**config.mk**
```make
export PLATFORM = sky130hd
export DESIGN_NAME = panel_input_ctrl
export DESIGN_NICKNAME = d
export VERILOG_FILES = /design/src/rtl/panel_pkg.sv /design/src/rtl/btn_debounce.sv /design/src/rtl/panel_input_ctrl.sv
export SDC_FILE = /design/constraint.sdc
export NUM_CORES = 1
export LEC_CHECK = 0
export BUFFER_PORTS_ARGS = -buffer_cell sky130_fd_sc_hd__clkbuf_2
export CAP_MARGIN = 10
export CORE_MARGIN = 2
export CORE_UTILIZATION = 28
export CTS_CLUSTER_DIAMETER = 120
export DETAILED_ROUTE_END_ITERATION = 6
export MAX_ROUTING_LAYER = met4
export PLACE_DENSITY = 0.54
export SYNTH_ARGS = -nofsm -noshare
export SYNTH_HDL_FRONTEND = slang
export SYNTH_SLANG_ARGS = --single-unit
```
**constraint.sdc**
```tcl
create_clock -name clk -period 6.25 [get_ports clk]
set_clock_uncertainty 0.15 [all_clocks]
set_input_delay 0.3125 -clock clk [delete_from_list [all_inputs] [get_ports clk]]
set_output_delay 0.3125 -clock clk [all_outputs]
set_load 0.05 [all_outputs]
```
**src/rtl/panel_pkg.sv**
```systemverilog
// panel_pkg: shared types and constants for the front-panel input controller.
//   panel_state_t : OFF / SELECT / RUN.
//   BTN_*         : bit index of each button in the press/grant vectors. A
//                   lower index means a higher arbitration priority.
//   MODE_W        : width of the mode output.
package panel_pkg;

   typedef enum logic [1:0] {
      OFF    = 2'd0,
      SELECT = 2'd1,
      RUN    = 2'd2
   } panel_state_t;

   localparam int NUM_BTNS  = 5;
   localparam int BTN_POWER = 0;
   localparam int BTN_START = 1;
   localparam int BTN_MODE  = 2;
   localparam int BTN_TUP   = 3;
   localparam int BTN_TDOWN = 4;

   localparam int MODE_W = 3;

endpackage

```
**src/rtl/btn_debounce.sv**
```systemverilog
// btn_debounce: 2-FF synchroniser, debounce counter and rising-edge press pulse
// for a single raw push-button.
//   clk, rst_n : clock, asynchronous active-low reset
//   btn        : raw asynchronous button, active-high
//   press      : registered one-cycle pulse when the debounced level rises
// The debounced level changes once the synchronised sample has disagreed with it
// on DEBOUNCE_CYCLES consecutive edges and disagrees again on the next one.
module btn_debounce
   import panel_pkg::*;
#(
   parameter int DEBOUNCE_CYCLES = 16
) (
   input  logic clk,
   input  logic rst_n,
   input  logic btn,
   output logic press
);

   localparam int CW = $clog2(DEBOUNCE_CYCLES + 1);

   logic [1:0]    sync;
   logic          level;
   logic [CW-1:0] cnt;

   always_ff @(posedge clk or negedge rst_n) begin
      if (!rst_n) begin
         sync  <= '0;
         level <= 1'b0;
         cnt   <= '0;
         press <= 1'b0;
      end else begin
         sync  <= {sync[0], btn};
         press <= 1'b0;
         if (sync[1] != level) begin
            if (cnt == CW'(DEBOUNCE_CYCLES)) begin
               level <= sync[1];
               cnt   <= '0;
               press <= sync[1];  // rises only; a release flips level silently
            end else begin
               cnt <= cnt + CW'(1);
            end
         end else begin
            cnt <= '0;
         end
      end
   end

endmodule

```
**src/rtl/panel_input_ctrl.sv**
```systemverilog
// panel_input_ctrl: washing-machine front-panel controller. Debounces five
// buttons, arbitrates presses (Power > Start > Mode > TimerUp > TimerDown),
// and runs the OFF/SELECT/RUN state machine driving the core's level inputs.
//   clk, rst_n          : clock, asynchronous active-low reset
//   btnPower..btnTimerDown : raw asynchronous buttons, active-high
//   cycleComplete       : one-cycle pulse from the core at end of wash
//   powerButton, run, configu, mode, manualTimer : registered core controls
//   beep                : acknowledge pulse (only built with PANEL_BEEP_EN)
// Build option: define PANEL_BEEP_EN to build the beep counter; otherwise beep
// is tied low.
module panel_input_ctrl
   import panel_pkg::*;
#(
   parameter int DEBOUNCE_CYCLES = 16,
   parameter int TIMER_STEP      = 10,
   parameter int TIMER_MAX       = 300,
   parameter int NUM_MODES       = 7,
   parameter int BEEP_CYCLES     = 50
) (
   input  logic              clk,
   input  logic              rst_n,
   input  logic              btnPower,
   input  logic              btnStart,
   input  logic              btnMode,
   input  logic              btnTimerUp,
   input  logic              btnTimerDown,
   input  logic              cycleComplete,
   output logic              powerButton,
   output logic              run,
   output logic              configu,
   output logic [MODE_W-1:0] mode,
   output logic [31:0]       manualTimer,
   output logic              beep
);

   localparam int TW = $clog2(TIMER_MAX + 1);
   localparam logic [TW-1:0]     T_MAX    = TW'(TIMER_MAX);
   localparam logic [TW-1:0]     T_STEP   = TW'(TIMER_STEP);
   localparam logic [MODE_W-1:0] MODE_TOP = MODE_W'(NUM_MODES - 1);

   logic [NUM_BTNS-1:0] raw, press, grant;
   panel_state_t        state;
   logic [TW-1:0]       timer_q, timer_up, timer_dn;

   assign raw = {btnTimerDown, btnTimerUp, btnMode, btnStart, btnPower};

   for (genvar i = 0; i < NUM_BTNS; i++) begin : g_btn
      btn_debounce #(.DEBOUNCE_CYCLES(DEBOUNCE_CYCLES)) u_db (
         .clk   (clk),
         .rst_n (rst_n),
         .btn   (raw[i]),
         .press (press[i])
      );
   end

   // Keep only the lowest set bit: lowest index is highest priority.
   assign grant = press & (~press + NUM_BTNS'(1));

   // Timer is always a multiple of the step, so these saturate exactly.
   always_comb begin
      timer_up = (timer_q >= T_MAX - T_STEP) ? T_MAX : timer_q + T_STEP;
      timer_dn = (timer_q <= T_STEP) ? '0 : timer_q - T_STEP;
   end

   always_ff @(posedge clk or negedge rst_n) begin
      if (!rst_n) begin
         state       <= OFF;
         powerButton <= 1'b0;
         run         <= 1'b0;
         configu     <= 1'b0;
         mode        <= '0;
         timer_q     <= '0;
      end else begin
         case (state)
            OFF: begin
               if (grant[BTN_POWER]) begin
                  state       <= SELECT;
                  powerButton <= 1'b1;
               end
            end
            SELECT: begin
               if (grant[BTN_POWER]) begin
                  state       <= OFF;
                  powerButton <= 1'b0;
                  mode        <= '0;
                  timer_q     <= '0;
                  configu     <= 1'b0;
               end else if (grant[BTN_START]) begin
                  state <= RUN;
                  run   <= 1'b1;
               end else if (grant[BTN_MODE]) begin
                  mode <= (mode == MODE_TOP) ? '0 : mode + MODE_W'(1);
               end else if (grant[BTN_TUP]) begin
                  timer_q <= timer_up;
                  configu <= (timer_up != '0);
               end else if (grant[BTN_TDOWN]) begin
                  timer_q <= timer_dn;
                  configu <= (timer_dn != '0);
               end
            end
            RUN: begin
               // Mode/timer grants are dropped here: configuration is locked.
               if (grant[BTN_POWER]) begin
                  state       <= OFF;
                  powerButton <= 1'b0;
                  run         <= 1'b0;
                  mode        <= '0;
                  timer_q     <= '0;
                  configu     <= 1'b0;
               end else if (grant[BTN_START] || cycleComplete) begin
                  state <= SELECT;
                  run   <= 1'b0;
               end
            end
            default: begin
               state       <= OFF;
               powerButton <= 1'b0;
               run         <= 1'b0;
               configu     <= 1'b0;
               mode        <= '0;
               timer_q     <= '0;
            end
         endcase
      end
   end

   assign manualTimer = {{(32 - TW){1'b0}}, timer_q};

`ifdef PANEL_BEEP_EN
   localparam int BW = $clog2(BEEP_CYCLES + 1);

   logic          accept;
   logic [BW-1:0] beep_cnt;

   // A trigger is any grant the current state acts on, plus end-of-wash.
   always_comb begin
      case (state)
         OFF:     accept = grant[BTN_POWER];
         SELECT:  accept = |grant;
         RUN:     accept = grant[BTN_POWER] | grant[BTN_START] | cycleComplete;
         default: accept = 1'b0;
      endcase
   end

   always_ff @(posedge clk or negedge rst_n) begin
      if (!rst_n) begin
         beep     <= 1'b0;
         beep_cnt <= '0;
      end else if (accept) begin
         beep     <= 1'b1;
         beep_cnt <= BW'(BEEP_CYCLES - 1);
      end else if (beep_cnt != '0) begin
         beep_cnt <= beep_cnt - BW'(1);
      end else begin
         beep <= 1'b0;
      end
   end
`else
   assign beep = 1'b0;
`endif

endmodule

```
==> impl_metrics.json <==
{
  "area_growth_pct": 16.6,
  "synth_cell_type_count": 62,
  "dr.pass1.iters": 4,
  "fmax_mhz": 434,
  "synthArstFlopShare_pct": 100,
  "hold_class": "primary input to async pin",
  "port_buffers": 22,
  "reg2reg_setup_slack_ps": 3940,
  "cts_tree": "built",
  "routed_wl_mm": 6.41,
  "first_global_vias": 2363,
  "final_layout_size_suffix_gt1_share_pct": 16.1,
  "max-slew-margin-rel_pct": 47.0,
  "fp.dieW_um": 114,
  "rsz0062_at_grt": "no",
  "cts_resized": 0,
  "final_antenna_net_count": 0,
  "synth_area_mm2": 0.00340,
  "seq_area_frac_synth_pct": 45.6,
  "grt-ovfl-total": 0,
  "setup_viol": 0,
  "syn_avg_cell_area_um2": 10.2,
  "setup_tns_ps": 0,
  "slowest_delay_ps": 510,
  "start_util_pct": 28.6,
  "synth_top_area_share_pct": 45.6,
  "grt_pass1_wl_mm": 11.1,
  "critical_path_class": "flip-flop to flip-flop",
  "path_depth": 7,
  "gp_congestion": 0.891,
  "slowest_stage": "a2111oi_4",
  "nFillCells": 1202,
  "arrival_ps": 2370,
  "yosys-top-cells-area": "dfrtp_1 46%, ha_1 6.3%, buf_4 5.3%, nor2_1 3.5%, nand3_1 3.1%",
  "hold_viol_final": 0,
  "p_total_uw": 1460,
  "crit_chain": "inv_1, ha_1, and2b_4, a2111oi_4, nor3_1, a211o_1, a22o_1",
  "critPathCaptureType": "flip-flop",
  "worst_pin_slew_ps": 794,
  "wl_per_cell_um": 12.3,
  "final_util_pct": 33.3,
  "core_area_mm2": 0.0119,
  "grt_max_degree": 63,
  "cts_setup_buffers": 0,
  "drt-initial-drc-count": 95,
  "ios": 47,
  "maxCapViolations": 0,
  "crit_path_start_kind": "flip-flop",
  "clockBufferDepth": 2,
  "placed_area_mm2": 0.00358,
  "synth_cells": 334,
  "drc": 0,
  "yosysTopAreaCell": "dfrtp_1",
  "final.min_clock_period_ps": 2310,
  "vias": 2447,
  "finalMaxSlewViolations": 0,
  "fin_nets": 393,
  "cellPowerDensity_mw_per_mm2": 368,
  "die-area_mm2": 0.0130,
  "cts_max_level": 3,
  "yosysWarningCount": 0,
  "layout_commonest_cell": "dfrtp_1",
  "cts_made_buffers": 9,
  "r2r_cells": 7,
  "path_max_fanout": 9,
  "status": "complete, no violations",
  "clock_sinks": 62,
  "gr-usage-all-layers_pct": 11.1,
  "layout_common_cells": "62 x dfrtp_1, 32 x nor2_1, 24 x conb_1",
  "cts_hold_buf": 5,
  "synthFlopType": "dfrtp_1",
  "final_area_mm2": 0.00397,
  "synth_edf_count": 0,
  "synth-seq-cells": 62,
  "leakage_uw": 0.00183,
  "dieHeight_um": 114,
  "cp.required_ps": 6310,
  "cts-root-buf": "clkbuf_16",
  "finalCritPeriodShare_pct": 36.9,
  "ir_worst_vdd_mv": 0.161,
  "clock_latency_ps": 320,
  "antenna_found_initial": 0,
  "path_buf_inv": 1,
  "holdWs_ps": 4.37,
  "cts.reportedPaths.clkPinSlew_ps": 60,
  "viasPerCell": 4.71,
  "crit_family": "compound AO/OA/AOI/OAI gates",
  "diodes": 0,
  "num_rows": 40,
  "hpwl_mm": 4.64
}
-- worst paths after layout --
kind                                                 startpoint                               to
worst max-delay path                     timer_q[1]$_DFFE_PN0P_           timer_q[6]$_DFFE_PN0P_
worst min-delay path                                      rst_n   g_btn[0].u_db.cnt[1]$_DFF_PN0_
worst max register to register           timer_q[1]$_DFFE_PN0P_           timer_q[6]$_DFFE_PN0P_
worst min register to register  g_btn[3].u_db.sync[0]$_DFF_PN0_  g_btn[3].u_db.sync[1]$_DFF_PN0_
max in group asynchronous                                 rst_n   g_btn[2].u_db.cnt[4]$_DFF_PN0_
min in group clk                g_btn[3].u_db.sync[0]$_DFF_PN0_  g_btn[3].u_db.sync[1]$_DFF_PN0_
-- layout make-up --
| cell class | instances | area, µm² | area share [%] |
|---|---|---|---|
| clock buffer | 10 | 239 | 6.03 |
| clock inverter | 6 | 93.8 | 2.37 |
| inverter | 20 | 75.1 | 1.89 |
| multi-input combinational | 247 | 1660 | 41.7 |
| sequential | 62 | 1550 | 39.1 |
| tap | 147 | 184 | 4.64 |
| timing repair buffer | 28 | 168 | 4.23 |
-- synth_stat cells, types with 2 or more instances --
| library cell | instances |
|---|---|
| a21oi_1 | 11 |
| nand4_1 | 2 |
| inv_1 | 20 |
| nor3_1 | 9 |
| dfrtp_1 | 62 |
| a31oi_1 | 4 |
| and3_1 | 2 |
| xor2_1 | 11 |
| o31ai_1 | 2 |
| o21ai_0 | 7 |
| nand3_1 | 21 |
| buf_4 | 24 |
| nand2b_1 | 4 |
| mux2_2 | 6 |
| a21o_1 | 2 |
| a22oi_1 | 2 |
| a22o_1 | 2 |
| a311oi_1 | 2 |
| and2_1 | 8 |
| o21a_1 | 6 |
| a211o_1 | 2 |
| o22ai_1 | 2 |
| nand2_1 | 16 |
| xnor2_1 | 12 |
| nor2b_1 | 2 |
| ha_1 | 17 |
| nor3b_1 | 7 |
| nor2_1 | 32 |
| a211oi_1 | 3 |
| o211ai_1 | 2 |
-- where the power goes --
| part | leakage, µW | total (µW) | switching (µW) | internal [µW] |
|---|---|---|---|---|
| Clock | 0.000159 | 542 | 179 | 362 |
| Sequential | 0.000822 | 485 | 52.4 | 433 |
| Combinational | 0.000853 | 433 | 282 | 151 |
| Total | 0.00183 | 1460 | 514 | 946 |
-- metrics by stage --
stage | worst slack [ps] | std cells
4_1_cts | 3950 | 520
3_3_place_gp | 3990 | 499
2_1_floorplan | 3840 | 357
5_1_grt | 3830 | 520
6_report | 3940 | 520
3_5_place_dp | 3960 | 499
-- registers in the layout, summed over array words and instances, names as in the netlist --
signal,cells
configu,1
g_btn.u_db.cnt,25
g_btn.u_db.level,5
g_btn.u_db.press,5
g_btn.u_db.sync,10
mode,3
powerButton,1
run,1
state,2
timer_q,9
-- layer usage --
metal	routed length (µm)	track usage [%]	part of all wire [%]
met5	0	-	0
met4	151	5.12	2.4
met3	301	3.23	4.7
met2	2970	16.9	46
met1	2990	13.5	47
-- worst register-to-register path, stage by stage, from the launching register on --
cell       delay (ps)
dfrtp_1           460
inv_1             110
ha_1              170
and2b_4           220
a2111oi_4         510
nor3_1            100
a211o_1           280
a22o_1            200
-- cells by family (layout without fill, tap and decap cells) --
group	count (synthesis)	in the layout	synth area share, %
multiplexers	6	6	1.99
AND/OR/NAND/NOR	114	114	17.9
buffers and inverters	48	64	8.27
AO/OA/AOI/OAI	63	63	13.9
XOR/XNOR	23	23	5.92
flip-flops	62	62	45.6
adder cells (fa/ha/maj)	17	17	6.25
other	1	24	0.110
Power figures use the tool's default switching activity.
